File: config.mk
export PLATFORM = sky130hd
export DESIGN_NAME = pixel_framebuffer_writer
export DESIGN_NICKNAME = d
export VERILOG_FILES = /design/src/rtl/pixel_framebuffer_writer.sv
export SDC_FILE = /design/constraint.sdc
export NUM_CORES = 1
export LEC_CHECK = 0
export CAP_MARGIN = 20
export CORE_ASPECT_RATIO = 1.4
export CORE_MARGIN = 2
export CORE_UTILIZATION = 52
export DETAILED_ROUTE_END_ITERATION = 12
export DONT_BUFFER_PORTS = 1
export GPL_ROUTABILITY_DRIVEN = 0
export PLACE_DENSITY = 0.67
export SYNTH_ARGS = -nofsm -noshare
export SYNTH_HDL_FRONTEND = slang
export SYNTH_SLANG_ARGS = --single-unit
File: constraint.sdc
create_clock -name clk_in -period 6.7 [get_ports clk_in]
set_clock_uncertainty 0.05 [all_clocks]
set_input_delay 0.67 -clock clk_in [delete_from_list [all_inputs] [get_ports clk_in]]
set_output_delay 0.67 -clock clk_in [all_outputs]
set_load 0.02 [all_outputs]
File: src/rtl/pixel_framebuffer_writer.sv
// Pixel framebuffer writer: double-buffered frame fill with a fixed two-stage
// address/data pipeline, drop counting and a display-handshake buffer swap.
module pixel_framebuffer_writer #(
  parameter int          H_PIXELS = 320,
  parameter int          V_PIXELS = 180,
  parameter logic [11:0] BG_COLOR = 12'h000,
  localparam int         ADDR_W   = $clog2(H_PIXELS * V_PIXELS)
) (
  input  logic              clk_in,
  input  logic              rst_in,
  input  logic [10:0]       x_in,
  input  logic [9:0]        y_in,
  input  logic              block_visible_in,
  input  logic [3:0]        r_in,
  input  logic [3:0]        g_in,
  input  logic [3:0]        b_in,
  input  logic              rgb_valid_in,
  input  logic              frame_start_in,
  input  logic              swap_ack_in,
  output logic [ADDR_W-1:0] fb_addr_out,
  output logic [11:0]       fb_data_out,
  output logic              fb_we_out,
  output logic              fb_sel_out,
  output logic              display_sel_out,
  output logic              frame_done_out,
  output logic              busy_out,
  output logic [7:0]        drop_count_out
);

  localparam int                CNT_W = ADDR_W + 1;
  localparam logic [CNT_W-1:0]  TOTAL = CNT_W'(H_PIXELS * V_PIXELS);
  localparam logic [11:0]       X_LIM = 12'(H_PIXELS);
  localparam logic [10:0]       Y_LIM = 11'(V_PIXELS);

  typedef enum logic [1:0] {
    IDLE,
    FILL,
    WAIT_SWAP
  } state_t;

  state_t             state_q, state_d;
  logic [CNT_W-1:0]   cnt_q, cnt_d;
  logic [CNT_W-1:0]   cnt_base, cnt_inc;
  logic               disp_q, disp_d;
  logic [7:0]         drop_q, drop_d;
  logic               in_bounds, accept, last_d;

  // Stage 1 and stage 2 pipeline registers
  logic               s1_valid_q, s1_last_q;
  logic [ADDR_W-1:0]  s1_row_q, s1_x_q;
  logic [11:0]        s1_data_q;
  logic               s2_we_q, s2_done_q;
  logic [ADDR_W-1:0]  s2_addr_q;
  logic [11:0]        s2_data_q;

  assign in_bounds = ({1'b0, x_in} < X_LIM) && ({1'b0, y_in} < Y_LIM);
  assign accept    = rgb_valid_in && (state_q == FILL) && in_bounds;

  // A start pulse in FILL restarts the count; a coincident pixel becomes the first one.
  assign cnt_base  = (state_q == FILL && frame_start_in) ? '0 : cnt_q;
  assign cnt_inc   = cnt_base + 1'b1;

  // NOTE: every always_comb output gets a default first so no path leaves it
  // unassigned; otherwise synthesis infers a latch to hold the old value.
  always_comb begin
    state_d = state_q;
    cnt_d   = cnt_q;
    disp_d  = disp_q;
    last_d  = 1'b0;
    case (state_q)
      IDLE: begin
        if (frame_start_in) begin
          state_d = FILL;
          cnt_d   = '0;
        end
      end
      FILL: begin
        cnt_d = cnt_base;
        if (accept) begin
          cnt_d = cnt_inc;
          if (cnt_inc == TOTAL) begin
            state_d = WAIT_SWAP;
            cnt_d   = '0;
            last_d  = 1'b1;
          end
        end
      end
      WAIT_SWAP: begin
        if (swap_ack_in) begin
          disp_d  = ~disp_q;
          cnt_d   = '0;
          state_d = frame_start_in ? FILL : IDLE;
        end
      end
      default: state_d = IDLE;
    endcase
  end

  always_comb begin
    drop_d = drop_q;
    if (rgb_valid_in && !accept && drop_q != 8'hFF) begin
      drop_d = drop_q + 8'd1;
    end
  end

  // NOTE: sequential state uses non-blocking assignments so every register
  // samples the pre-edge values regardless of statement order. The datapath
  // registers are reset too because the address/data outputs have defined
  // reset values, and clearing the valids squashes any in-flight write.
  always_ff @(posedge clk_in) begin
    if (rst_in) begin
      state_q    <= IDLE;
      cnt_q      <= '0;
      disp_q     <= 1'b0;
      drop_q     <= '0;
      s1_valid_q <= 1'b0;
      s1_last_q  <= 1'b0;
      s1_row_q   <= '0;
      s1_x_q     <= '0;
      s1_data_q  <= '0;
      s2_we_q    <= 1'b0;
      s2_done_q  <= 1'b0;
      s2_addr_q  <= '0;
      s2_data_q  <= '0;
    end else begin
      state_q    <= state_d;
      cnt_q      <= cnt_d;
      disp_q     <= disp_d;
      drop_q     <= drop_d;
      s1_valid_q <= accept;
      s1_last_q  <= last_d;
      s1_row_q   <= ADDR_W'(y_in * H_PIXELS);
      s1_x_q     <= ADDR_W'(x_in);
      s1_data_q  <= block_visible_in ? {r_in, g_in, b_in} : BG_COLOR;
      s2_we_q    <= s1_valid_q;
      s2_done_q  <= s1_valid_q && s1_last_q;
      s2_addr_q  <= s1_row_q + s1_x_q;
      s2_data_q  <= s1_data_q;
    end
  end

  assign fb_addr_out     = s2_addr_q;
  assign fb_data_out     = s2_data_q;
  assign fb_we_out       = s2_we_q;
  assign frame_done_out  = s2_done_q;
  assign display_sel_out = disp_q;
  assign fb_sel_out      = ~disp_q;
  assign busy_out        = (state_q != IDLE);
  assign drop_count_out  = drop_q;

endmodule

==> impl_metrics.ini <==
[outcome]
status = finished, final reports clean

[hold_path]
hp-class = in2reg
min-delay-start = rst_in
hold_depth = 1

[finish]
syn_to_final_growth_pct = 5.449
final_common_cell = dfxtp_1
diodes = 0
final_cell_mix = dfxtp_1 (93), nor2b_1 (39), nand2_1 (34), nor2_1 (34), ha_1 (20)
final_layout_size_suffix_gt1_share_pct = 7.857
final_nets = 477

[synthesis]
synth_compound_area_share_pct = 10.96
synthArstFlopShare_pct = 0
ys_seq_elements = 93
synth_nets = 482
synth-main-ff-cell = dfxtp_1
synthXorXnorAreaFrac_pct = 5.481
synth_top_family_by_area = simple AND/OR/NAND/NOR gates
synthAdderAreaFrac_pct = 7.266
yosysWarnings = 0
syn_inst = 421
synth_edf_count = 0
ys_types = 59
avgSynthCellArea_sq_um = 9.490
syn_area_sq_um = 3995
synth_mux_area_share_pct = 0.5324
synth-simple-area-share_pct = 25.65
ys_seq_area_share_pct = 46.60

[floorplanning]
num_rows = 37
die_w_microns = 78.08
die-area_sq_um = 8410
chipHeight_microns = 107.7
start_util_pct = 53.94
coreArea_sq_um = 7407
ioPinCount = 80

[drt]
routedWlPerCell_microns = 14.68
vias_per_cell = 5.480
vias = 2833
drt-initial-drc-count = 266
drtPass1Iterations = 5
drc = 0
postRouteAntennaNets = 0
wl_microns = 7592

[timing]
setup_viol_count_final = 0
rsz0062_at_grt = no
holdWs_ns = 0.3272
finalSetupTns_ns = 0
fin_crit_sh_pct = 51.81
final_max_slew_viol_count = 0
finalHoldViolations = 0
period_needed_ns = 3.471
max_freq_ghz = 0.2881
timing.slew.headroom_pct = 46.29
worstMarginPinSlew_ns = 0.7982

[clock_network]
tritoncts = done
clockRootBuffer = clkbuf_8
cts_resized = 0
worstSkewPairLatency_ns = 0.35
postCtsSetupRepairBufs = 0
clockBufferDepth = 2
h-tree-depth = 3
cts_buffers = 9
clk_pin_slew_ns = 0.09
cts_hold_repair.buffers = 0
cts_sinks = 93

[setup_path]
crit_fanout = 21
cp.required_ns = 6.89
crit_type = reg2reg
crit_arrival_ns = 3.67
worstRegToRegCells = 10
reg2reg_from = state_q[1]
critPathCaptureType = flip-flop
startpoint = state_q[1]
crit_path_start_kind = flip-flop

[global_routing]
grt_pass1_wl_microns = 12310
grt.overflow.total = 0
grt_usage_pct = 18.73
antenna_found_initial = 0
grt_max_degree = 70
grt_pass1_vias = 2681

[power]
power_frac_clock_pct = 35.6
leakage_uw = 0.001641
power_density_nw_per_um2 = 248.4
switching_share_pct = 24.83
vdd_drop_max_mv = 0.2114
p_switching_uw = 259.8
p_int_uw = 786.5
seqPwrFrac_pct = 57.8
pwr-share-comb_pct = 6.6

[place]
portBuffers = 0
dp_hpwl_microns = 5385

[run]
drv_cap = 0
==> layout make-up <==
type,count,area [sq um]
clock buffers,9,123.9
clock inverters,6,71.32
fillers,665,3194
inverters,11,41.29
multi-input cells,301,1993
flip-flops and latches,93,1862
well taps,97,121.4
==> power by group through the flow <==
| stage | Sequential, uW | Clock (uW) | Combinational (uW) |
|---|---|---|---|
| 2_1_floorplan | 614 | 0 | 67.1 |
| 3_3_place_gp | 618 | 0 | 68.4 |
| 3_5_place_dp | 618 | 0 | 69.7 |
| 4_1_cts | 606 | 382 | 70.4 |
| 5_1_grt | 608 | 406 | 80.2 |
| 6_report | 605 | 372 | 69.4 |
==> cells in the mapped netlist, types with 4 or more instances <==
master    count  area, sq um
and3_1        5        31.28
xnor2_1      15        131.4
nand4_1       8        50.05
a21oi_1      18        90.09
xor2_1       10        87.58
nor2_1       34        127.6
nand3_1      10        50.05
ha_1         20        250.2
nor2b_1      39        244.0
o21ai_0      19        95.09
dfxtp_1      93         1862
clkbuf_1      7        26.28
nor3_1        7        35.03
o31ai_1       4        30.03
inv_1        11        41.29
nor4_1        5        31.28
a21o_1        5        37.54
nand2_1      34        127.6
and2_1       17        106.4
==> worst paths after layout <==
path | endpoint | slack [ns]
setup / recovery | cnt_q[7] | 3.23
hold / removal | fb_data_out[6] | 0.33
setup reg to reg | cnt_q[7] | 3.23
hold reg to reg | fb_data_out[0] | 0.39
==> logic make-up (layout without fill, tap and decap cells) <==
| logic type | after synthesis | in the layout |
|---|---|---|
| multiplexers | 2 | 2 |
| XOR/XNOR | 25 | 25 |
| adder cells (fa/ha/maj) | 22 | 22 |
| AND/OR/NAND/NOR | 185 | 185 |
| AO/OA/AOI/OAI | 67 | 67 |
| flip-flops | 93 | 93 |
| buffers and inverters | 27 | 26 |
==> sequential cells by signal, indices dropped and copies added (netlist names) <==
register,flops
s1_valid_q,1
state_q,2
display_sel_out,1
s1_data_q,12
fb_data_out,12
frame_done_out,1
cnt_q,17
fb_addr_out,16
s1_row_q,10
s1_last_q,1
drop_count_out,8
fb_we_out,1
s1_x_q,11
==> critical path, cell delays in order (launching register included) <==
cell      delay [ns]
dfxtp_1         0.44
nand3b_1        0.63
and2_1          0.24
ha_1            0.24
nand4_1         0.12
nor4_1          0.31
xnor2_1         0.15
a211oi_1        0.43
nand4_2         0.27
and2_4          0.24
a32o_1          0.25
==> per-layer routing <==
metal | share of wire (%) | global-route usage, % | up-vias
met4 | 2.1 | 9.273 | 0
met5 | 0 | 0 | -
li1 | - | - | 1430
met3 | 5.8 | 5.201 | 13
met2 | 51 | 32.27 | 102
met1 | 41 | 21.14 | 1288
==> metrics by stage <==
step / cell area [sq um] / setup slack [ns] / util (%) / total power, uW / std cells
after floorplan: 3995 / 3.816 / - / 680.9 / 421
after global placement: 4018 / 3.302 / 54.24 / 686.4 / 502
after detailed placement: 4018 / 3.217 / 54.24 / 688.0 / 502
after CTS: 4213 / 3.385 / 56.88 / 1058 / 517
after global routing: 4213 / 3.050 / 56.88 / 1094 / 517
final: 4213 / 3.229 / 56.88 / 1046 / 517
(Power assumes the default switching activity.)
